**config.mk**
```make
export PLATFORM = sky130hd
export DESIGN_NAME = oled_spi_rx_flat
export DESIGN_NICKNAME = d
export VERILOG_FILES = /design/src/rtl/oled_spi_rx_if.sv /design/src/rtl/oled_spi_rx.sv /design/src/flat_wrapper.sv
export SDC_FILE = /design/constraint.sdc
export NUM_CORES = 1
export LEC_CHECK = 0
export BUFFER_PORTS_ARGS = -buffer_cell sky130_fd_sc_hd__clkbuf_2
export CAP_MARGIN = 20
export CORE_MARGIN = 10
export CORE_UTILIZATION = 60
export CTS_CLUSTER_SIZE = 8
export DETAILED_ROUTE_END_ITERATION = 8
export PLACE_DENSITY = 0.8
export SYNTH_ARGS = -nofsm -noshare
export SYNTH_HDL_FRONTEND = slang
export SYNTH_SLANG_ARGS = --single-unit
```
**constraint.sdc**
```tcl
create_clock -name clk -period 7.45 [get_ports clk]
set_clock_uncertainty 0.05 [all_clocks]
set_input_delay 0 -clock clk [delete_from_list [all_inputs] [get_ports clk]]
set_output_delay 0 -clock clk [all_outputs]
set_load 0.01 [all_outputs]
```
**src/rtl/oled_spi_rx_if.sv**
```systemverilog
`default_nettype none
// ============================================================================
// Module      : oled_spi_rx_if
// Description : Bundles the OLED SPI pins (csn, clk, mosi, dc, resn) and the
//               decoded pixel / command outputs of oled_spi_rx.
//               master : drives the SPI pins, consumes decoded writes
//               slave  : the receiver (samples pins, produces writes)
// Revision    : 1.0 - initial release
// ============================================================================
interface oled_spi_rx_if;
    logic       oled_csn;
    logic       oled_clk;
    logic       oled_mosi;
    logic       oled_dc;
    logic       oled_resn;
    logic       pix_valid;
    logic [7:0] pix_x;
    logic [5:0] pix_y;
    logic [7:0] pix_color;
    logic       cmd_valid;
    logic [7:0] cmd_byte;
    logic       frame_done;

    modport master (
        output oled_csn, oled_clk, oled_mosi, oled_dc, oled_resn,
        input  pix_valid, pix_x, pix_y, pix_color, cmd_valid, cmd_byte, frame_done
    );

    modport slave (
        input  oled_csn, oled_clk, oled_mosi, oled_dc, oled_resn,
        output pix_valid, pix_x, pix_y, pix_color, cmd_valid, cmd_byte, frame_done
    );
endinterface
`default_nettype wire

```
**src/rtl/oled_spi_rx.sv**
```systemverilog
`default_nettype none
// ============================================================================
// Module      : oled_spi_rx
// Description : Oversampling SPI receiver for an SSD1331-style OLED stream.
//               Frames bytes, decodes column/row window commands and emits
//               one (x, y, color) write per pixel byte.
// Ports       : clk    - system clock (>= 4x SPI clock)
//               reset  - synchronous, active-high
//               bus    - oled_spi_rx_if.slave: SPI pins in; pix_*, cmd_*,
//                        frame_done out (all outputs registered)
// Revision    : 1.0 - initial release
// ============================================================================
module oled_spi_rx #(
    parameter int SCREEN_WIDTH  = 96,
    parameter int SCREEN_HEIGHT = 64,
    parameter int SYNC_STAGES   = 2
) (
    input  wire logic     clk,
    input  wire logic     reset,
    oled_spi_rx_if.slave  bus
);

    // Pin vector bit positions
    localparam int c_csn  = 0;
    localparam int c_sclk = 1;
    localparam int c_mosi = 2;
    localparam int c_dc   = 3;
    localparam int c_resn = 4;

    // Idle pin levels: deselected, clock low, display out of reset
    localparam logic [4:0] c_pins_idle = 5'b1_0001;

    localparam logic [6:0] c_col_max = 7'(SCREEN_WIDTH - 1);
    localparam logic [5:0] c_row_max = 6'(SCREEN_HEIGHT - 1);

    localparam logic [2:0] c_st_idle  = 3'd0;
    localparam logic [2:0] c_st_col_s = 3'd1;
    localparam logic [2:0] c_st_col_e = 3'd2;
    localparam logic [2:0] c_st_row_s = 3'd3;
    localparam logic [2:0] c_st_row_e = 3'd4;

    logic [4:0]                  w_pins;
    logic [SYNC_STAGES-1:0][4:0] r_sync;
    logic [4:0]                  r_prev;
    logic [4:0]                  w_cur;

    assign w_pins = {bus.oled_resn, bus.oled_dc, bus.oled_mosi, bus.oled_clk, bus.oled_csn};

    always_ff @(posedge clk) begin
        if (reset) begin
            r_sync[0] <= c_pins_idle;
            r_prev    <= c_pins_idle;
        end else begin
            r_sync[0] <= w_pins;
            r_prev    <= w_cur;
        end
    end

    for (genvar i = 1; i < SYNC_STAGES; i++) begin : g_sync
        always_ff @(posedge clk) begin
            if (reset) r_sync[i] <= c_pins_idle;
            else       r_sync[i] <= r_sync[i-1];
        end
    end

    assign w_cur = r_sync[SYNC_STAGES-1];

    logic       w_rise;
    logic       w_shift;
    logic       w_byte_done;
    logic [7:0] w_byte;
    logic       w_clr;
    logic [6:0] w_col_end;
    logic [5:0] w_row_end;

    logic [2:0] r_bit_cnt;
    logic [7:0] r_shift;
    logic [2:0] r_state;
    logic [6:0] r_start_tmp;
    logic [6:0] r_col_start;
    logic [6:0] r_col_end;
    logic [5:0] r_row_start;
    logic [5:0] r_row_end;
    logic [6:0] r_x;
    logic [5:0] r_y;

    logic       r_pix_valid;
    logic [7:0] r_pix_x;
    logic [5:0] r_pix_y;
    logic [7:0] r_pix_color;
    logic       r_cmd_valid;
    logic [7:0] r_cmd_byte;
    logic       r_frame_done;

    assign w_rise = w_cur[c_sclk] & ~r_prev[c_sclk];
    // csn is taken as active if it was low on either of the two samples, so a
    // csn rise landing together with the final clock edge still completes the byte.
    assign w_shift     = w_rise & (~w_cur[c_csn] | ~r_prev[c_csn]);
    assign w_byte_done = w_shift & (r_bit_cnt == 3'd7);
    assign w_byte      = {r_shift[6:0], w_cur[c_mosi]};
    assign w_clr       = reset | ~w_cur[c_resn];

    assign w_col_end = (w_byte[6:0] > c_col_max) ? c_col_max : w_byte[6:0];
    assign w_row_end = (w_byte[5:0] > c_row_max) ? c_row_max : w_byte[5:0];

    always_ff @(posedge clk) begin
        if (w_clr) begin
            r_bit_cnt    <= 3'd0;
            r_shift      <= 8'd0;
            r_state      <= c_st_idle;
            r_start_tmp  <= 7'd0;
            r_col_start  <= 7'd0;
            r_col_end    <= c_col_max;
            r_row_start  <= 6'd0;
            r_row_end    <= c_row_max;
            r_x          <= 7'd0;
            r_y          <= 6'd0;
            r_pix_valid  <= 1'b0;
            r_pix_x      <= 8'd0;
            r_pix_y      <= 6'd0;
            r_pix_color  <= 8'd0;
            r_cmd_valid  <= 1'b0;
            r_cmd_byte   <= 8'd0;
            r_frame_done <= 1'b0;
        end else begin
            r_pix_valid  <= 1'b0;
            r_cmd_valid  <= 1'b0;
            r_frame_done <= 1'b0;

            if (w_shift) begin
                r_shift   <= w_byte;
                r_bit_cnt <= r_bit_cnt + 3'd1;
            end else if (w_cur[c_csn]) begin
                r_shift   <= 8'd0;
                r_bit_cnt <= 3'd0;
            end

            if (w_byte_done) begin
                if (!w_cur[c_dc]) begin
                    r_cmd_valid <= 1'b1;
                    r_cmd_byte  <= w_byte;
                    case (r_state)
                        c_st_idle: begin
                            if (w_byte == 8'h15)      r_state <= c_st_col_s;
                            else if (w_byte == 8'h75) r_state <= c_st_row_s;
                        end
                        c_st_col_s: begin
                            r_start_tmp <= w_byte[6:0];
                            r_state     <= c_st_col_e;
                        end
                        c_st_col_e: begin
                            // An inverted window leaves the old one untouched
                            if (r_start_tmp <= w_col_end) begin
                                r_col_start <= r_start_tmp;
                                r_col_end   <= w_col_end;
                                r_x         <= r_start_tmp;
                            end
                            r_state <= c_st_idle;
                        end
                        c_st_row_s: begin
                            r_start_tmp <= {1'b0, w_byte[5:0]};
                            r_state     <= c_st_row_e;
                        end
                        c_st_row_e: begin
                            if (r_start_tmp[5:0] <= w_row_end) begin
                                r_row_start <= r_start_tmp[5:0];
                                r_row_end   <= w_row_end;
                                r_y         <= r_start_tmp[5:0];
                            end
                            r_state <= c_st_idle;
                        end
                        default: r_state <= c_st_idle;
                    endcase
                end else begin
                    // Pixel data aborts any half-received window command
                    r_state      <= c_st_idle;
                    r_pix_valid  <= 1'b1;
                    r_pix_x      <= {1'b0, r_x};
                    r_pix_y      <= r_y;
                    r_pix_color  <= w_byte;
                    r_frame_done <= (r_x == r_col_end) && (r_y == r_row_end);
                    if (r_x == r_col_end) begin
                        r_x <= r_col_start;
                        r_y <= (r_y == r_row_end) ? r_row_start : r_y + 6'd1;
                    end else begin
                        r_x <= r_x + 7'd1;
                    end
                end
            end
        end
    end

    assign bus.pix_valid  = r_pix_valid;
    assign bus.pix_x      = r_pix_x;
    assign bus.pix_y      = r_pix_y;
    assign bus.pix_color  = r_pix_color;
    assign bus.cmd_valid  = r_cmd_valid;
    assign bus.cmd_byte   = r_cmd_byte;
    assign bus.frame_done = r_frame_done;

endmodule
`default_nettype wire

```
**src/flat_wrapper.sv**
```systemverilog
// flat-port wrapper written by rule: the top's interface ports become plain ports
module oled_spi_rx_flat 
#(
    parameter int SCREEN_WIDTH  = 96,
    parameter int SCREEN_HEIGHT = 64,
    parameter int SYNC_STAGES   = 2
)
  (clk, reset, bus_oled_csn, bus_oled_clk, bus_oled_mosi, bus_oled_dc, bus_oled_resn, bus_pix_valid, bus_pix_x, bus_pix_y, bus_pix_color, bus_cmd_valid, bus_cmd_byte, bus_frame_done);
  oled_spi_rx_if bus_i ();
  input  wire logic clk;
  input  wire logic reset;
  input wire logic [$bits(bus_i.oled_csn)-1:0] bus_oled_csn;
  input wire logic [$bits(bus_i.oled_clk)-1:0] bus_oled_clk;
  input wire logic [$bits(bus_i.oled_mosi)-1:0] bus_oled_mosi;
  input wire logic [$bits(bus_i.oled_dc)-1:0] bus_oled_dc;
  input wire logic [$bits(bus_i.oled_resn)-1:0] bus_oled_resn;
  output wire logic [$bits(bus_i.pix_valid)-1:0] bus_pix_valid;
  output wire logic [$bits(bus_i.pix_x)-1:0] bus_pix_x;
  output wire logic [$bits(bus_i.pix_y)-1:0] bus_pix_y;
  output wire logic [$bits(bus_i.pix_color)-1:0] bus_pix_color;
  output wire logic [$bits(bus_i.cmd_valid)-1:0] bus_cmd_valid;
  output wire logic [$bits(bus_i.cmd_byte)-1:0] bus_cmd_byte;
  output wire logic [$bits(bus_i.frame_done)-1:0] bus_frame_done;
  assign bus_i.oled_csn = bus_oled_csn;
  assign bus_i.oled_clk = bus_oled_clk;
  assign bus_i.oled_mosi = bus_oled_mosi;
  assign bus_i.oled_dc = bus_oled_dc;
  assign bus_i.oled_resn = bus_oled_resn;
  assign bus_pix_valid = bus_i.pix_valid;
  assign bus_pix_x = bus_i.pix_x;
  assign bus_pix_y = bus_i.pix_y;
  assign bus_pix_color = bus_i.pix_color;
  assign bus_cmd_valid = bus_i.cmd_valid;
  assign bus_cmd_byte = bus_i.cmd_byte;
  assign bus_frame_done = bus_i.frame_done;
  oled_spi_rx #(.SCREEN_WIDTH(SCREEN_WIDTH), .SCREEN_HEIGHT(SCREEN_HEIGHT), .SYNC_STAGES(SYNC_STAGES)) u_core (.clk(clk), .reset(reset), .bus(bus_i));
endmodule
```
---- Word level (Yosys, flattened, before mapping) ----
Cells that the tools add are included.
operators by class
  add/sub/neg operators ................... 3
  order comparisons ....................... 4
  equality and inequality tests ........... 11
  multiplexer cells ....................... 22
  bitwise gates (word level) .............. 11
  reduce and logical (&&, ||, !) cells .... 18
operators with widths
  operator               count
  $mux W7                7
  $mux W6                6
  $mux W3                5
  $pmux W7 S2            1
  $reduce_and A4 Y1      3
  $reduce_bool A2 Y1     6
  $pmux W3 S3            1
  $eq A8 B5 Y1 const B   1
  $eq A8 B7 Y1 const B   1
  $add A7 B1 Y7 const B  1
  $eq A7 B7 Y1           1
  $gt A7 B7 Y1 const B   1
  $le A7 B7 Y1           1
  $add A6 B1 Y6 const B  1
  $eq A3 B2 Y1 const B   2
  $eq A3 B3 Y1 const B   2
  $eq A6 B6 Y1           1
  $gt A6 B6 Y1 const B   1
  $le A6 B6 Y1           1
  $not A1 Y1             6
  $reduce_and A2 Y1      3
  $reduce_and A3 Y1      2
  $ne A4 B1 Y1 const B   1
  $add A3 B1 Y3 const B  1
  9 further kinds        13
word-level totals
  register bits after elaboration ......... 103
  output and inout port bits .............. 33
  word-level logic and storage cells ...... 89

---- Depth between registers and ports, before layout ----
  word-level depth ........................ 6
  mapped depth ............................ 13

---- Least setup slack after synthesis ----
Ideal clock, no wire load.
  kind .................................... flip-flop to flip-flop
  start ................................... register u_core.r_shift[4]
  end ..................................... register u_core.r_x[1]
  arrival ................................. 2545 ps
  required time ........................... 7330 ps
  slack ................................... 4785 ps
  stages on the path, launching flop included .. 13
  buffers on the path ..................... 2
  clock period less this slack ............ 2665 ps
  cell sequence ........................... dfxtp_1 clkbuf_1 inv_1 nor2_1 nor2_1 ha_1 nand4_1 or2_2 o211a_1 or2_2 clkbuf_1 a211o_1 a21oi_1
between the ends
  cells in the longest elaborated chain, start to end .. 5
RTL lines
  element                                  line                source
  start: declaration                       oled_spi_rx.sv:77   logic [7:0] r_shift;
  start signal: assignment                 oled_spi_rx.sv:131  r_shift <= w_byte;
  $gt A7 B7 Y1                             oled_spi_rx.sv:103  assign w_col_end = (w_byte[6:0] > c_col_max) ? c_col_max : w_byte[6:0];
  $mux W7 (*)                              oled_spi_rx.sv:103
  $le A7 B7 Y1 (*)                         oled_spi_rx.sv:153  if (r_start_tmp <= w_col_end) begin
  $reduce_bool A2 Y1 (no source line) (*)  n/a
  $reduce_and A3 Y1 (no source line) (*)   n/a
  end signal: assignment                   oled_spi_rx.sv:156  r_x <= r_start_tmp;
  end signal: assignment                   oled_spi_rx.sv:183  r_x <= r_col_start;
  end signal: assignment                   oled_spi_rx.sv:186  r_x <= r_x + 7'd1;
  end: declaration                         oled_spi_rx.sv:84   logic [6:0] r_x;
Mark *: on every way between the ends. The rest lies on a longest branch, timed or not.
A chain may end at the register's enable or synchronous reset.

---- Worst setup path in the final report ----
  start ................................... register u_core.r_shift[4]
  end ..................................... register u_core.r_col_start[4]
between the ends
  cells in the longest elaborated chain, start to end .. 4
RTL lines
  element                                 line                source
  $gt A7 B7 Y1                            oled_spi_rx.sv:103
  $mux W7 (*)                             oled_spi_rx.sv:103
  $le A7 B7 Y1 (*)                        oled_spi_rx.sv:153
  $reduce_and A4 Y1 (no source line) (*)  n/a
  end signal: assignment                  oled_spi_rx.sv:154  r_col_start <= r_start_tmp;
  end: declaration                        oled_spi_rx.sv:80   logic [6:0] r_col_start;
Marked as above.

==> summary.txt <==
Placed design
  – Hpwl dp: 6945 um
  – Port bufs: 38
  – Placed Cells: 624
  – GPL Wtd Cong: 0.8887

Logic synthesis
  – Synthesized area: 4557 um^2
  – Post-synth EDFFs: 0
  – Synth area leader: dfxtp_1
  – Async SR Flop Fraction: 0
  – Syn Area/Cell: 8.900 um^2
  – Synth top cells by count: dfxtp_1, nor2_1, nand2_1
  – Top-area cell type share of the netlist area: 0.4525
  – Synth cell types: 48
  – Top_reg_cell synth: dfxtp_1
  – Post-synthesis net count: 536
  – Synth area leaders: dfxtp_1, mux2i_1, nor2_1
  – Yosys reg bits: 103
  – Sequential share of the synthesized area: 0.4525
  – Synth Instances: 512
  – Synth warn: 0
  – Most instantiated library cell after synthesis: dfxtp_1

Finish
  – Final std cells w/o fill: 652
  – Fraction of layout cells with a size suffix above 1: 0.1410
  – Area delta synth->final: 11.64%
  – Antenna cells: 0
  – Nets: 572
  – # fillers: 587

Route
  – DRT Pass-1 Iters: 4
  – Post-route ant nets: 0
  – Post-route DRC violation count: 0
  – DR WL/cell: 15.95 um
  – Detailed Route Iter0 Violations: 186
  – Final WL: 10400 um
  – Vias per cell: 5.687
  – Via count: 3708

CTS
  – Total CTS buffers: 9
  – Clock-pin slew on the worst setup and hold paths: 0.10 ns
  – CTS root buf: clkbuf_8
  – Htree depth: 3
  – CTS Sinks: 103
  – CTS Buffer Depth: 2
  – Clock tree from TritonCTS: done
  – Worst-Skew Late Latency: 0.36 ns

Floorplan
  – Core box area: 7331 um^2
  – DIE WIDTH: 107.2 um
  – DIE AREA: 11480 um^2
  – # IOs: 40
  – Starting Density: 0.6216
  – Row count: 31
  – Die Ht: 107.2 um

Global route
  – First-pass GRT wire length: 17480 um
  – Largest net degree at the start of global routing: 76
  – Vias in the first global route: 3630
  – Global route overflow: 0
  – GRT Total Usage: 0.1842
  – Initial antenna violation count: 0

STA
  – Final setup fails: 0
  – Final Hold Vio Count: 0
  – Relative slew slack: 0.3991
  – Final worst path period share: 0.4279
  – RSZ-0062 raised after global routing: false
  – Total Neg Setup Slack: 0 ns
  – Post-layout min period: 3.187 ns
  – Max Freq: 313.7 MHz
  – Final Max Slew Viols: 0
  – Worst Max-Slew Pin Slew: 0.8974 ns

Worst setup path
  – Worst-path cell chain: inv_1 -> nor2_1 -> nor2_1 -> ha_1 -> nand4_1 -> or2_2 -> o21ai_0 -> nand4_1 -> buf_6 -> mux2i_1 -> nor2_1
  – Worst path max stage delay: 0.49 ns
  – Critical path class: register to register
  – Critical path's slowest cell: dfxtp_1
  – CP arrival: 3.36 ns
  – CP Data Required Time: 7.62 ns
  – Critical Path Source Type: register
  – Top cell by count, worst path: nor2_1
  – CP endpoint kind: register
  – Maximum fanout along the worst path: 12

Status
  – Status: completed

Job
  – Max Cap Viol: 0

Power
  – Static leakage: 2.113 nW
  – Pwr dens: 185.2 nW/um^2
  – Peak VDD IR: 0.0001717 V

Hold path
  – Worst hold path class: register to register
==> timing repair <==
item,in CTS,in global routing
buffers inserted,0,0
hold buffers,11,0
gates resized for setup,0,0
hold endpoints to repair,12,0
==> critical path: cells and delay by family, from the launching register on <==
kind | cells | cell delay, ns
and+or+nand+nor | 6 | 1.47
muxes | 1 | 0.16
AOI/OAI and AO/OA | 1 | 0.08
DFF | 1 | 0.49
buffers and inverters | 2 | 0.48
adders and majority gates | 1 | 0.31
==> stage by stage <==
stage	util	area [um^2]	power [W]	hold slack [ns]	worst slack, ns
final	0.6940	5087	0.0009424	0.3674	4.263
after global placement	0.6498	4763	0.0005912	0.1318	3.988
after detailed placement	0.6498	4763	0.0005918	0.1389	3.906
after floorplan	-	4557	0.0005851	0.02161	4.785
after global routing	0.6940	5087	0.0009704	0.3861	3.997
after CTS	0.6924	5076	0.0009488	0.3706	3.861
==> area by class of cell <==
cell class,instances,area [um^2],share of cell area
clock buffers,9,123.9,0.02435
clock inverters,7,78.83,0.01549
inverters,17,63.81,0.01254
multi-input cells,362,2286,0.4493
flip-flops and latches,103,2062,0.4053
well taps,99,123.9,0.02435
repair buffers,55,349.1,0.06862
==> layout by cell type, fill, tap and decap left out, drive strengths merged, types with 3 or more instances in the layout <==
| cell | Yosys | routed |
|---|---|---|
| or2 | 8 | 8 |
| xnor2 | 13 | 13 |
| nor4 | 5 | 5 |
| nand3b | 4 | 4 |
| o211ai | 8 | 8 |
| a22oi | 11 | 11 |
| a211oi | 11 | 11 |
| a32o | 3 | 3 |
| nor2 | 85 | 85 |
| nand3 | 10 | 10 |
| ha | 17 | 17 |
| mux2i | 42 | 42 |
| and3 | 5 | 5 |
| xor2 | 5 | 5 |
| buf | 12 | 6 |
| inv | 16 | 19 |
| mux2 | 3 | 3 |
| nor3 | 5 | 5 |
| o21ai | 12 | 12 |
| dlygate4sd3 | 0 | 11 |
| a21oi | 32 | 32 |
| dfxtp | 103 | 103 |
| clkinv | 1 | 4 |
| nand2 | 49 | 49 |
| nor2b | 11 | 11 |
| nand4 | 4 | 4 |
| clkbuf | 18 | 47 |
==> routing by layer <==
| layer | share of wire | track usage | up-vias | wire [um] |
|---|---|---|---|---|
| met1 | 0.44 | 0.2125 | 1779 | 4539 |
| met5 | 0 | 0 | - | 0 |
| met2 | 0.49 | 0.3202 | 83 | 5106 |
| met4 | 0.019 | 0.06190 | 0 | 193 |
| li1 | - | - | 1827 | - |
| met3 | 0.054 | 0.05090 | 19 | 558 |
==> cell families (layout without fill, tap and decap cells) <==
family	count (synthesis)	count (layout)	share of synthesized area
flops	103	103	0.4525
buf+inv	47	88	0.04750
fa+ha+maj	17	17	0.04668
mux	45	45	0.09967
xor+xnor	18	18	0.03460
simple gates	193	193	0.1928
compound gates	88	88	0.1255
other cells	1	1	0.0008229
==> where the power goes <==
group          switching (W)  internal [W]
Combinational      0.0000189     0.0000107
Clock               0.000199      0.000160
Sequential        0.00000143      0.000553
Total               0.000219      0.000723
==> path summary, 6_finish.rpt <==
path	slack, ns	end	cells after the start	start
setup reg to reg	4.26	u_core.r_col_start[4]$_SDFFE_PP0P_	11	u_core.r_shift[4]$_SDFFE_PP0P_
hold / removal	0.37	u_core.w_cur[4]$_SDFF_PP1_	1	u_core.r_sync[4]$_SDFF_PP1_
setup / recovery	4.26	u_core.r_col_start[4]$_SDFFE_PP0P_	11	u_core.r_shift[4]$_SDFFE_PP0P_
hold reg to reg	0.37	u_core.w_cur[4]$_SDFF_PP1_	1	u_core.r_sync[4]$_SDFF_PP1_
==> sequential cells by signal, summed over array words and instances (netlist names), 7 cells and up <==
signal	count
u_core.bus.cmd_byte	8
u_core.bus.pix_color	8
u_core.bus.pix_x	7
u_core.r_col_end	7
u_core.r_col_start	7
u_core.r_shift	7
u_core.r_start_tmp	7
u_core.r_x	7
Power figures use the tool's default switching activity.
